File: src/rtl/ext_mem_arbiter.sv
// Round-robin arbiter multiplexing NUM_PORTS Avalon-style clients onto one
// single-port synchronous memory, with fixed-latency read return routing.
module ext_mem_arbiter #(
    parameter int unsigned NUM_PORTS  = 6,
    parameter int unsigned AWIDTH     = 15,
    parameter int unsigned DWIDTH     = 16,
    parameter int unsigned RD_LATENCY = 2
) (
    input  logic                              clk_i,
    input  logic                              srst_i,
    input  logic [NUM_PORTS-1:0]              read_i,
    input  logic [NUM_PORTS-1:0]              write_i,
    input  logic [NUM_PORTS*AWIDTH-1:0]       address_i,
    input  logic [NUM_PORTS*DWIDTH-1:0]       writedata_i,
    output logic [NUM_PORTS-1:0]              waitrequest_o,
    output logic [NUM_PORTS*DWIDTH-1:0]       readdata_o,
    output logic [NUM_PORTS-1:0]              readdatavalid_o,
    output logic [((NUM_PORTS > 1) ? $clog2(NUM_PORTS) : 1)+AWIDTH-1:0] mem_addr_o,
    output logic                              mem_we_o,
    output logic                              mem_re_o,
    output logic [DWIDTH-1:0]                 mem_wdata_o,
    input  logic [DWIDTH-1:0]                 mem_rdata_i
);

    localparam int unsigned PIDW       = (NUM_PORTS > 1) ? $clog2(NUM_PORTS) : 1;
    localparam int unsigned PIPE_DEPTH = 1 + RD_LATENCY;

    logic [NUM_PORTS-1:0]      req;
    logic [NUM_PORTS-1:0]      grant;
    logic                      grant_any;
    logic [PIDW-1:0]           grant_idx;
    logic [PIDW-1:0]           last_grant;
    logic                      accept_read;
    logic                      accept_write;
    logic [AWIDTH-1:0]         sel_addr;
    logic [DWIDTH-1:0]         sel_wdata;

    logic [PIPE_DEPTH-1:0]     pipe_vld;
    logic [PIDW-1:0]           pipe_pid [PIPE_DEPTH];
    logic                      ret_valid;
    logic [PIDW-1:0]           ret_pid;
    logic [NUM_PORTS*DWIDTH-1:0] rd_hold;

    assign req = read_i | write_i;

    // Round-robin search starting just after the last granted port.
    always_comb begin : rr_search
        int unsigned cand;
        cand      = 0;
        grant     = '0;
        grant_any = 1'b0;
        grant_idx = '0;
        for (int unsigned i = 1; i <= NUM_PORTS; i++) begin
            cand = (32'(last_grant) + i) % NUM_PORTS;
            if (!grant_any && !srst_i && req[PIDW'(cand)]) begin
                grant_any = 1'b1;
                grant_idx = PIDW'(cand);
            end
        end
        if (grant_any) begin
            grant[grant_idx] = 1'b1;
        end
    end

    assign waitrequest_o = req & ~grant;

    // A combined read+write is treated as a write only.
    assign accept_write = grant_any & write_i[grant_idx];
    assign accept_read  = grant_any & read_i[grant_idx] & ~write_i[grant_idx];

    always_comb begin : cmd_select
        sel_addr  = '0;
        sel_wdata = '0;
        for (int p = 0; p < int'(NUM_PORTS); p++) begin
            if (grant[p]) begin
                sel_addr  = address_i[p*AWIDTH +: AWIDTH];
                sel_wdata = writedata_i[p*DWIDTH +: DWIDTH];
            end
        end
    end

    // Command stage: one registered memory command per accepted request.
    always_ff @(posedge clk_i) begin
        if (srst_i) begin
            last_grant  <= PIDW'(NUM_PORTS - 1);
            mem_we_o    <= 1'b0;
            mem_re_o    <= 1'b0;
            mem_addr_o  <= '0;
            mem_wdata_o <= '0;
        end else begin
            mem_we_o <= accept_write;
            mem_re_o <= accept_read;
            if (grant_any) begin
                last_grant  <= grant_idx;
                mem_addr_o  <= {grant_idx, sel_addr};
                mem_wdata_o <= sel_wdata;
            end
        end
    end

    // Return pipeline tags each issued read with its port; reset drops them.
    always_ff @(posedge clk_i) begin
        if (srst_i) begin
            pipe_vld <= '0;
            for (int k = 0; k < int'(PIPE_DEPTH); k++) begin
                pipe_pid[k] <= '0;
            end
        end else begin
            pipe_vld    <= {pipe_vld[PIPE_DEPTH-2:0], accept_read};
            pipe_pid[0] <= grant_idx;
            for (int k = 1; k < int'(PIPE_DEPTH); k++) begin
                pipe_pid[k] <= pipe_pid[k-1];
            end
        end
    end

    assign ret_valid = pipe_vld[PIPE_DEPTH-1] & ~srst_i;
    assign ret_pid   = pipe_pid[PIPE_DEPTH-1];

    always_comb begin : rdv_decode
        readdatavalid_o = '0;
        if (ret_valid) begin
            readdatavalid_o[ret_pid] = 1'b1;
        end
    end

    // Per-port read data: bypass in the return cycle, then held.
    always_ff @(posedge clk_i) begin
        if (srst_i) begin
            rd_hold <= '0;
        end else begin
            for (int p = 0; p < int'(NUM_PORTS); p++) begin
                if (readdatavalid_o[p]) begin
                    rd_hold[p*DWIDTH +: DWIDTH] <= mem_rdata_i;
                end
            end
        end
    end

    always_comb begin : rdata_mux
        readdata_o = rd_hold;
        for (int p = 0; p < int'(NUM_PORTS); p++) begin
            if (readdatavalid_o[p]) begin
                readdata_o[p*DWIDTH +: DWIDTH] = mem_rdata_i;
            end
        end
    end

endmodule

File: config.mk
export PLATFORM = sky130hd
export DESIGN_NAME = ext_mem_arbiter
export DESIGN_NICKNAME = d
export VERILOG_FILES = /design/src/rtl/ext_mem_arbiter.sv
export SDC_FILE = /design/constraint.sdc
export NUM_CORES = 1
export LEC_CHECK = 0
export CELL_PAD_IN_SITES_DETAIL_PLACEMENT = 1
export CELL_PAD_IN_SITES_GLOBAL_PLACEMENT = 1
export CORE_UTILIZATION = 25
export CTS_CLUSTER_DIAMETER = 30
export DETAILED_ROUTE_END_ITERATION = 7
export PLACE_DENSITY_LB_ADDON = 0.3
export SLEW_MARGIN = 20
export SYNTH_ARGS = -nofsm -noshare
export SYNTH_HDL_FRONTEND = slang
export SYNTH_SLANG_ARGS = --single-unit
File: constraint.sdc
create_clock -name clk_i -period 6.2 [get_ports clk_i]
set_input_delay 0.93 -clock clk_i [delete_from_list [all_inputs] [get_ports clk_i]]
set_output_delay 0.93 -clock clk_i [all_outputs]
set_load 0.05 [all_outputs]
==> summary.txt, run 1 <==
Status
  • Status: completed

Timing
  • RSZ-0062 raised after global routing: false
  • Endpoints failing setup: 0
  • Final Cycle Share: 94.3%
  • Final hold violation count: 0
  • TNS Setup: 0 ps
  • Max-slew violation count: 0
  • Crit path time final: 5850 ps
  • Worst clock skew: approximately 13 ps
  • FMAX: approximately 170 MHz
  • Final WS setup: 350 ps
  • Worst Tran Pin Value: 867 ps
  • Slew HR: a little over two fifths

Clock network
  • H-tree depth: 4
  • Worst-skew pair later-pin latency: 420 ps
  • Clk sinks: 145
  • Worst-path clk slew: 70 ps
  • CTS Buffer Depth: 2
  • Inserted Clock Buffers: 17
  • CTS root buf: clkbuf_16
  • TritonCTS clock tree: yes
  • Post-CTS setup buffers: 0

GRT
  • Largest net degree at the start of global routing: 100
  • Initial antenna violation count: 1
  • Gr usage total: 21.6%
  • Number of global-route vias before repair: between 9000 and 10000
  • Remaining global-route overflow: 0
  • First-pass GRT wire length: 56500 um

Layout
  • Layout cell share with drive strength beyond 1: approximately 14%
  • Fillers: 3845
  • P&R area growth vs syn: 54.0%
  • Net count, final: 1551
  • Non-Filler Instances: 1777

Synthesis
  • Yosys warnings: 0
  • Seq cells post-synth: 145
  • Yosys cell types: 69
  • Synthesized Nets: 1226
  • Seq/Total Area, Yosys: between 30% and 40%
  • Post-Syn Area: ~8400 sq um
  • Synth cell count leaders: 243 x nand2_1, 145 x dfxtp_1, 97 x and2_1
  • Synth Instances: around 1000
  • Mapped Avg Cell Area: ~8.5 sq um
  • Cell with the most instances after synthesis: nand2_1
  • Synth async-reset ratio: 0%
  • Number of enable flip-flop cells after synthesis: 0
  • Top cells by area, synth: dfxtp_1 34%, nand2_1 11%, and2_1 7.2%
  • Largest area contributor in the synthesized netlist: dfxtp_1
  • Top_reg_cell synth: dfxtp_1
  • Synth top area share: 34.4%

Route
  • DRT iter0 DRCs: 344
  • Routed WL: between 30000 and 40000 um
  • Drt pass-1 iters: 5
  • DRT antenna net count: 0
  • Vias per cell: ~5.1
  • Wire per inst: 21.2 um
  • Number of remaining DRC errors: 0
  • Via count: around 9000

Setup path
  • CP Capture Point: waitrequest_o[2]
  • CP endpoint kind: output pin
  • Register-to-register setup slack: 990 ps
  • Worst reg2reg path endpoint: mem_wdata_o[15]
  • Critical Path AT: 4920 ps
  • CP Class: reg2out
  • CP Max Fanout: 10
  • Worst EP required: around 5300 ps
  • Critical Path Start: mem_addr_o[16]
  • Worst r2r src: mem_addr_o[16]
  • Worst Reg2Reg Path Length in Cells: 15
  • Worst Setup Start Kind: flop

Placement
  • PortBufs: between 300 and 400
  • DP Worst Slack: 763 ps
  • DP HPWL: approximately 28000 um
  • Placed Instances: between 1500 and 2000
  • Gpl congestion: roughly 0.87

Die
  • Die extent in y: 186 um
  • Rows: between 60 and 70
  • Initial Utilization: about a quarter
  • Full die area: 34500 sq um
  • CORE AREA: between 30000 and 40000 sq um
  • IO Count: 360
  • Die W: 186 um

Job
  • Count of maximum capacitance violations: 0

Hold path
  • Hold Crit Class: reg2reg
==> cells in the final DEF, fill, tap and decap left out, drive strengths merged, types with 5 or more instances in the layout <==
cell type	netlist	final
a211oi	9	9
a21oi	52	52
a221oi	33	33
a32oi	29	29
and2	97	97
buf	31	29
clkbuf	45	23
clkdlybuf4s50	0	353
clkinv	5	5
dfxtp	145	145
ha	14	14
inv	17	22
mux2	33	33
nand2	243	243
nand2b	5	5
nand3	10	10
nor2	25	25
nor2b	11	11
nor3	11	11
o211ai	30	30
o21ai	11	11
o221ai	35	35
or3	35	35
==> routing by layer <==
metal  global-route usage (%)  up-vias  share of wire, %
li1                         -     4240                 -
met3                     6.73       36               7.8
met5                        0        -                 0
met4                     6.43        0               2.1
met2                     37.9      326                49
met1                     25.0     4375                41
==> metrics by stage <==
| stage | area (sq um) | utilization, % | hold slack, ps |
|---|---|---|---|
| finish | 13000 | 39.5 | 430 |
| detailed placement | 12400 | 37.7 | 429 |
| global placement | 12400 | 37.7 | 423 |
| floorplan | 8430 | - | 414 |
| CTS | 13000 | 39.5 | 435 |
| global route | 13000 | 39.5 | 445 |
==> logic make-up (layout without fill, tap and decap cells) <==
logic type,count (synthesis),in the layout,share of synthesized area (%)
DFF,145,145,34.4
AOI/OAI and AO/OA,237,237,25.3
and+or+nand+nor,462,462,26.9
other,0,1,0
xor gates and xnor gates,4,4,0.593
adders and majority gates,14,14,2.08
muxes,36,36,4.76
buffers and inverters,98,436,5.95
==> cell type report <==
cell class	count	area [sq um]	area share, %
multi-input cells	753	5070	39.0
repair buffers	382	3790	29.2
flip-flops and latches	145	2910	22.4
well taps	442	553	4.26
clock buffers	23	498	3.83
clock inverters	9	92.6	0.713
inverters	22	82.6	0.636
diodes	1	2.50	0.0193
==> worst min path at each step <==
stage	endpoint	cells past startpoint	startpoint	slack (ps)
3_3_place_gp	pipe_vld[2]	1	pipe_vld[1]	420
6_report	pipe_pid[0][8]	1	pipe_pid[0][5]	430
3_5_place_dp	pipe_pid[0][8]	1	pipe_pid[0][5]	430
5_1_grt	pipe_pid[0][8]	1	pipe_pid[0][5]	440
4_1_cts	pipe_pid[0][8]	1	pipe_pid[0][5]	440
2_1_floorplan	pipe_pid[0][3]	1	pipe_pid[0][0]	410
==> repair_timing <==
item,CTS,global route
resized for setup,0,3
hold buffers,0,0
setup endpoints to repair,0,4
==> critical path, cell delays in order (launching register included) <==
cell	delay (ps)
dfxtp_2	450
inv_1	170
ha_1	300
a21oi_1	300
inv_1	160
ha_1	300
nand2b_1	150
o21ai_1	280
o22ai_1	150
o221a_1	300
nor2_1	280
nand2_1	130
or4_2	850
and3_4	260
nor2_1	140
buf_4	250
==> state kept, by name, indices dropped and copies added (netlist names) <==
register	count
last_grant	2
mem_addr_o	18
mem_wdata_o	16
mem_we_o	1
pipe_pid	9
pipe_vld	3
rd_hold	96
Power of run 1 is left out: the tool's default activity adds up to more than one toggle a clock period on the data nets, which glitch-free logic cannot reach.
==> inputs of run 2 (changes only) <==
CTS_CLUSTER_DIAMETER = not set   (was 30)
GPL_TIMING_DRIVEN = 0   (was not set)
==> summary.txt, run 2 (synthesized netlist as in run 1, its figures left out) <==
Status
  • Status: completed

Route
  • Drt pass-1 iters: 5 (unchanged)
  • DRT antenna net count: 0 (unchanged)
  • Number of remaining DRC errors: 0 (unchanged)
  • DRT iter0 DRCs: 345 (+0.29%)
  • Via count: 9183 (+2.3%)
  • Wire per inst: 21.4 um (+0.88%)
  • Vias per cell: 5.02 (-0.56%)
  • Routed WL: 39100 um (+3.8%)

Hold path
  • Worst Hold Depth: 1 (unchanged)
  • Worst Hold Launch: pipe_vld[1]
  • Hold Path Sink: pipe_vld[2]
  • Hold Crit Class: reg2reg

Clock network
  • # hold bufs at CTS: 0 (unchanged)
  • CTS root buf: clkbuf_16
  • Worst-path clk slew: 70 ps (about the same)
  • Worst-skew pair later-pin latency: 440 ps (+20 ps)
  • H-tree depth: 4 (unchanged)
  • CTS Buffer Depth: 2 (unchanged)
  • TritonCTS clock tree: yes
  • Clk sinks: 145 (unchanged)
  • Inserted Clock Buffers: 17 (unchanged)

Placement
  • Gpl congestion: 0.911 (+4.6%)
  • Placed Instances: 1797 (+3.0%)
  • Post-Place Cell Area: 12600 sq um (+1.6%)
  • DP HPWL: 31400 um (+12%)
  • PortBufs: 359 (unchanged)

Setup path
  • Worst reg2reg path endpoint: mem_wdata_o[7]
  • CP Max Fanout: 10 (unchanged)
  • Register-to-register setup slack: 1190 ps (+200 ps)
  • Critical Path Start: last_grant[0]
  • Max stage delay on crit path: 520 ps (-330 ps)
  • Critical Path AT: 4990 ps (+70 ps)
  • CP Class: reg2out
  • Worst Reg2Reg Path Length in Cells: 20 (+5)
  • Worst Setup Start Kind: flop
  • CP endpoint kind: output pin
  • Worst EP required: 5270 ps (about the same)
  • Crit-path cells: buf_6, clkbuf_4, buf_4, inv_1, ha_1, xor2_2, inv_1, ha_1, nand2b_1, o21ai_2, o22ai_1, o221a_1, nor2_2, nand2_1, or4_1, buf_2, and3_4, buf_6, buf_12, nor2_1, buf_4
  • Slowest stage cell on the critical path: or4_1
  • Worst r2r src: last_grant[0]

GRT
  • Largest net degree at the start of global routing: 20 (-80%)
  • Remaining global-route overflow: 0 (unchanged)
  • First-pass GRT wire length: 58300 um (+3.2%)
  • Gr usage total: 22.5% (+0.90 points)
  • Number of global-route vias before repair: 9790 (+4.6%)
  • Initial antenna violation count: 0 (-1)

Layout
  • Reg with most FFs: rd_hold
  • Layout cell share with drive strength beyond 1: 13.9% (+0.28 points)
  • Fin area: 13200 sq um (+1.9%)
  • Top flop regs: rd_hold x96, mem_addr_o x18, mem_wdata_o x16
  • Non-Filler Instances: 1828 (+2.9%)
  • Commonest non-fill, non-tap cell in the layout: clkdlybuf4s50_1
  • Most frequent cells in the layout: 353 x clkdlybuf4s50_1, 243 x nand2_1, 143 x dfxtp_1
  • Net count, final: 1603 (+3.4%)
  • Ant. Diodes: 0 (-1)
  • Largest register FFs: 96 (unchanged)
  • Fillers: 3904 (+1.5%)
  • P&R area growth vs syn: 57.0%

Die
  • Die extent in y: 186 um (unchanged)
  • Initial Utilization: 25.7% (unchanged)
  • CORE AREA: 32900 sq um (unchanged)
  • Full die area: 34500 sq um (unchanged)
  • Rows: 66 (unchanged)
  • Die W: 186 um (unchanged)
  • IO Count: 360 (unchanged)

Timing
  • Crit path time final: 5920 ps (+67.2 ps)
  • Max-slew violation count: 0 (unchanged)
  • Final hold violation count: 0 (unchanged)
  • Worst clock skew: 17.3 ps (+4.58 ps)
  • Worst Tran Pin Value: 977 ps (+110 ps)
  • Slew HR: 34.3% (-7.7 points)
  • FMAX: 169 MHz (-1.1%)
  • Final Cycle Share: 95.4% (+1.1 points)
  • RSZ-0062 raised after global routing: false
  • Endpoints failing setup: 0 (unchanged)

Job
  • Count of maximum capacitance violations: 0 (unchanged)
-- run 2: worst max-delay path by stage --
stage,endpoint,slack (ps),cells after the start
detailed placement,waitrequest_o[5],-950,20
global route,waitrequest_o[0],9,16
finish,waitrequest_o[2],280,21
floorplan,waitrequest_o[2],680,20
CTS,waitrequest_o[3],50,19
global placement,waitrequest_o[4],-870,20
-- run 2: critical path: cells and delay by family, from the launching register on --
family	cells	cell delay, ps
buffers and inverters	9	1520
XOR/XNOR	1	200
AND/OR/NAND/NOR	6	1310
AO/OA/AOI/OAI	3	630
adder cells (fa/ha/maj)	2	510
flip-flops	1	380
-- run 2: routing by layer --
layer	share of wire, %	up-vias	GRT usage (%)
li1	-	4342	-
met1	39	4453	24.3
met2	50	332	40.8
met3	8.0	56	6.98
met4	3.2	0	8.62
met5	0	-	0
-- run 2: cell type report --
class / instances / area [sq um] / share of cell area, %
Buffer: 74 / 439 / 3.32
Clock buffer: 17 / 425 / 3.21
Clock inverter: 15 / 183 / 1.38
Inverter: 22 / 82.6 / 0.624
Multi-Input combinational cell: 753 / 5060 / 38.2
Sequential cell: 145 / 2910 / 21.9
Tap cell: 442 / 553 / 4.18
Timing Repair Buffer: 360 / 3590 / 27.1
-- run 2: timing repair --
item	4_1_cts	5_1_grt
gates resized for setup	38	16
endpoints found under the setup margin	6	6
pin swaps	2	0
endpoints found under the hold margin	0	0
buffers inserted	1	0
-- run 2: metrics by stage --
stage / util (%) / setup TNS (ps) / hold slack, ps / worst slack, ps
6_report: 40.3 / 0 / 440 / 283
5_1_grt: 40.3 / 0 / 457 / 8.83
4_1_cts: 40.2 / 0 / 445 / 45.6
3_5_place_dp: 38.3 / -3780 / 428 / -948
3_3_place_gp: 38.3 / -3340 / 419 / -867
2_1_floorplan: - / 0 / 414 / 677
Power of run 2 is left out for the same reason.
==> inputs of run 3 (changes only) <==
CORE_UTILIZATION = 31   (was 25)
MAX_ROUTING_LAYER = met4   (was not set)
==> summary.txt, run 3 (synthesized netlist as in run 1, its figures left out) <==
Setup path
  • Worst reg2reg path endpoint: mem_wdata_o[5]
  • CP endpoint kind: output pin
  • Worst Setup Start Kind: flop
  • Worst EP required: 5270 ps (about the same)
  • Critical Path AT: 5060 ps (+70 ps)
  • Max stage delay on crit path: 500 ps (-20 ps)
  • Worst Reg2Reg Path Length in Cells: 20 (unchanged)
  • CP Class: reg2out
  • CP most frequent cell: buf_6
  • Slowest stage cell on the critical path: or4_1
  • Crit-path cells: buf_6, buf_4, buf_6, inv_1, ha_1, xor2_2, inv_1, ha_1, nand2b_1, o21ai_4, o22ai_1, o221a_1, nor2_4, nand2_1, or4_1, buf_2, and3_4, buf_6, buf_12, nor2_1, buf_6
  • Register-to-register setup slack: 910 ps (-280 ps)
  • CP Max Fanout: 10 (unchanged)
  • Worst r2r src: last_grant[0]

Layout
  • Net count, final: 1608 (+0.31%)
  • Reg with most FFs: rd_hold
  • Multi-input gate area: 5090 sq um (+0.52%)
  • Commonest non-fill, non-tap cell in the layout: clkdlybuf4s50_1
  • FF/Latch Area: 2900 sq um (about the same)
  • P&R area growth vs syn: 56.3%
  • Top flop regs: rd_hold x96, mem_addr_o x18, mem_wdata_o x16
  • Fillers: 3103 (-21%)
  • Layout cell share with drive strength beyond 1: 14.0% (+0.17 points)
  • Largest register FFs: 96 (unchanged)
  • Most frequent cells in the layout: 353 x clkdlybuf4s50_1, 243 x nand2_1, 144 x dfxtp_1
  • Final core occ: 49.2% (+8.9 points)

Timing
  • Worst Tran Pin Value: 880 ps (-97.5 ps)
  • FMAX: 167 MHz (-1.2%)
  • Max-slew violation count: 0 (unchanged)
  • Endpoints failing setup: 0 (unchanged)
  • Worst clock skew: 17.0 ps (-0.370 ps)
  • Final hold violation count: 0 (unchanged)
  • Crit path time final: 5990 ps (+73.9 ps)
  • Final Cycle Share: 96.6% (+1.2 points)
  • Slew HR: 41.1% (+6.8 points)

Route
  • Routed WL: 38200 um (-2.3%)
  • Via count: 9238 (+0.60%)
  • Wire per inst: 22.0 um (+2.8%)
  • DRT antenna net count: 0 (unchanged)
  • Drt pass-1 iters: 5 (unchanged)
  • Number of remaining DRC errors: 0 (unchanged)
  • Vias per cell: 5.32 (+5.9%)
  • DRT iter0 DRCs: 515 (+49%)

Die
  • Initial Utilization: 31.5% (+5.8 points)
  • CORE AREA: 26800 sq um (-18%)
  • Die W: 167 um (-10%)
  • Full die area: 27900 sq um (-19%)
  • Rows: 60 (-9.1%)
  • Die extent in y: 167 um (-10%)
  • IO Count: 360 (unchanged)

GRT
  • Gr usage total: 27.9% (+5.4 points)
  • Initial antenna violation count: 4 (+4)
  • First-pass GRT wire length: 57800 um (-0.91%)
  • Number of global-route vias before repair: 9684 (-1.1%)
  • Largest net degree at the start of global routing: 20 (unchanged)
  • Remaining global-route overflow: 0 (unchanged)

Placement
  • PortBufs: 359 (unchanged)
  • Gpl congestion: 0.932 (+2.3%)
  • DP HPWL: 30200 um (-4.0%)

Clock network
  • CTS root buf: clkbuf_16
  • TritonCTS clock tree: yes
  • Worst-path clk slew: 60 ps (about the same)
  • Worst-skew pair later-pin latency: 430 ps (about the same)
  • H-tree depth: 4 (unchanged)
  • # hold bufs at CTS: 0 (unchanged)
  • Inserted Clock Buffers: 17 (unchanged)
  • CTS Buffer Depth: 2 (unchanged)
  • Clk sinks: 145 (unchanged)

Hold path
  • Worst Hold Depth: 1 (unchanged)
  • Hold Path Sink: pipe_pid[0][5]
  • Worst Hold Launch: pipe_pid[0][2]
  • Hold Crit Class: reg2reg

Job
  • Count of maximum capacitance violations: 0 (unchanged)

Status
  • Status: completed
-- run 3: area by class of cell --
class                   instances  share of cell area, %
inverters                      22                  0.627
multi-input cells             753                   38.6
clock buffers                  17                   3.23
plain buffers                  75                   3.34
well taps                     341                   3.24
repair buffers                364                   27.4
flip-flops and latches        145                   22.0
clock inverters                15                   1.41
diodes                          4                 0.0760
-- run 3: timing repair --
| item | CTS | global route |
|---|---|---|
| pin swaps | 0 | 3 |
| setup buffers | 0 | 5 |
| gates resized for setup | 38 | 17 |
| setup endpoints to repair | 6 | 6 |
-- run 3: routing by layer --
| metal | GRT usage [%] | routed length (um) | vias up |
|---|---|---|---|
| met5 | - | 0 | - |
| met4 | 8.33 | 864 | 0 |
| met3 | 6.73 | 2380 | 34 |
| met2 | 49.8 | 19600 | 305 |
| met1 | 30.4 | 15400 | 4545 |
| li1 | - | - | 4354 |
-- run 3: worst max-delay path by stage --
stage / start / end / slack [ps]
after global placement: last_grant[0] / waitrequest_o[5] / -870
after detailed placement: last_grant[0] / waitrequest_o[4] / -920
after floorplan: last_grant[0] / waitrequest_o[2] / 680
final: last_grant[0] / waitrequest_o[2] / 210
after CTS: last_grant[0] / waitrequest_o[2] / 8
after global routing: last_grant[0] / waitrequest_o[2] / -5
-- run 3: per-stage QoR --
stage | cell area (sq um) | std cells | setup slack [ps] | hold slack, ps | TNS, ps
after floorplan | 8430 | 996 | 677 | 414 | 0
after global placement | 12500 | 1696 | -872 | 428 | -3600
after detailed placement | 12500 | 1696 | -919 | 427 | -4030
after CTS | 13100 | 1727 | 7.74 | 437 | 0
after global routing | 13200 | 1736 | -5.41 | 462 | -5.41
final | 13200 | 1736 | 209 | 436 | 0
-- run 3: worst max-delay path: cells and delay by family (launching register included) --
kind                       cells  cell delay (ps)
adders and majority gates      2              520
buffers and inverters          9             1440
xor gates and xnor gates       1              320
and+or+nand+nor                6             1300
AOI/OAI and AO/OA              3              650
DFF                            1              400
Power of run 3 is left out for the same reason.
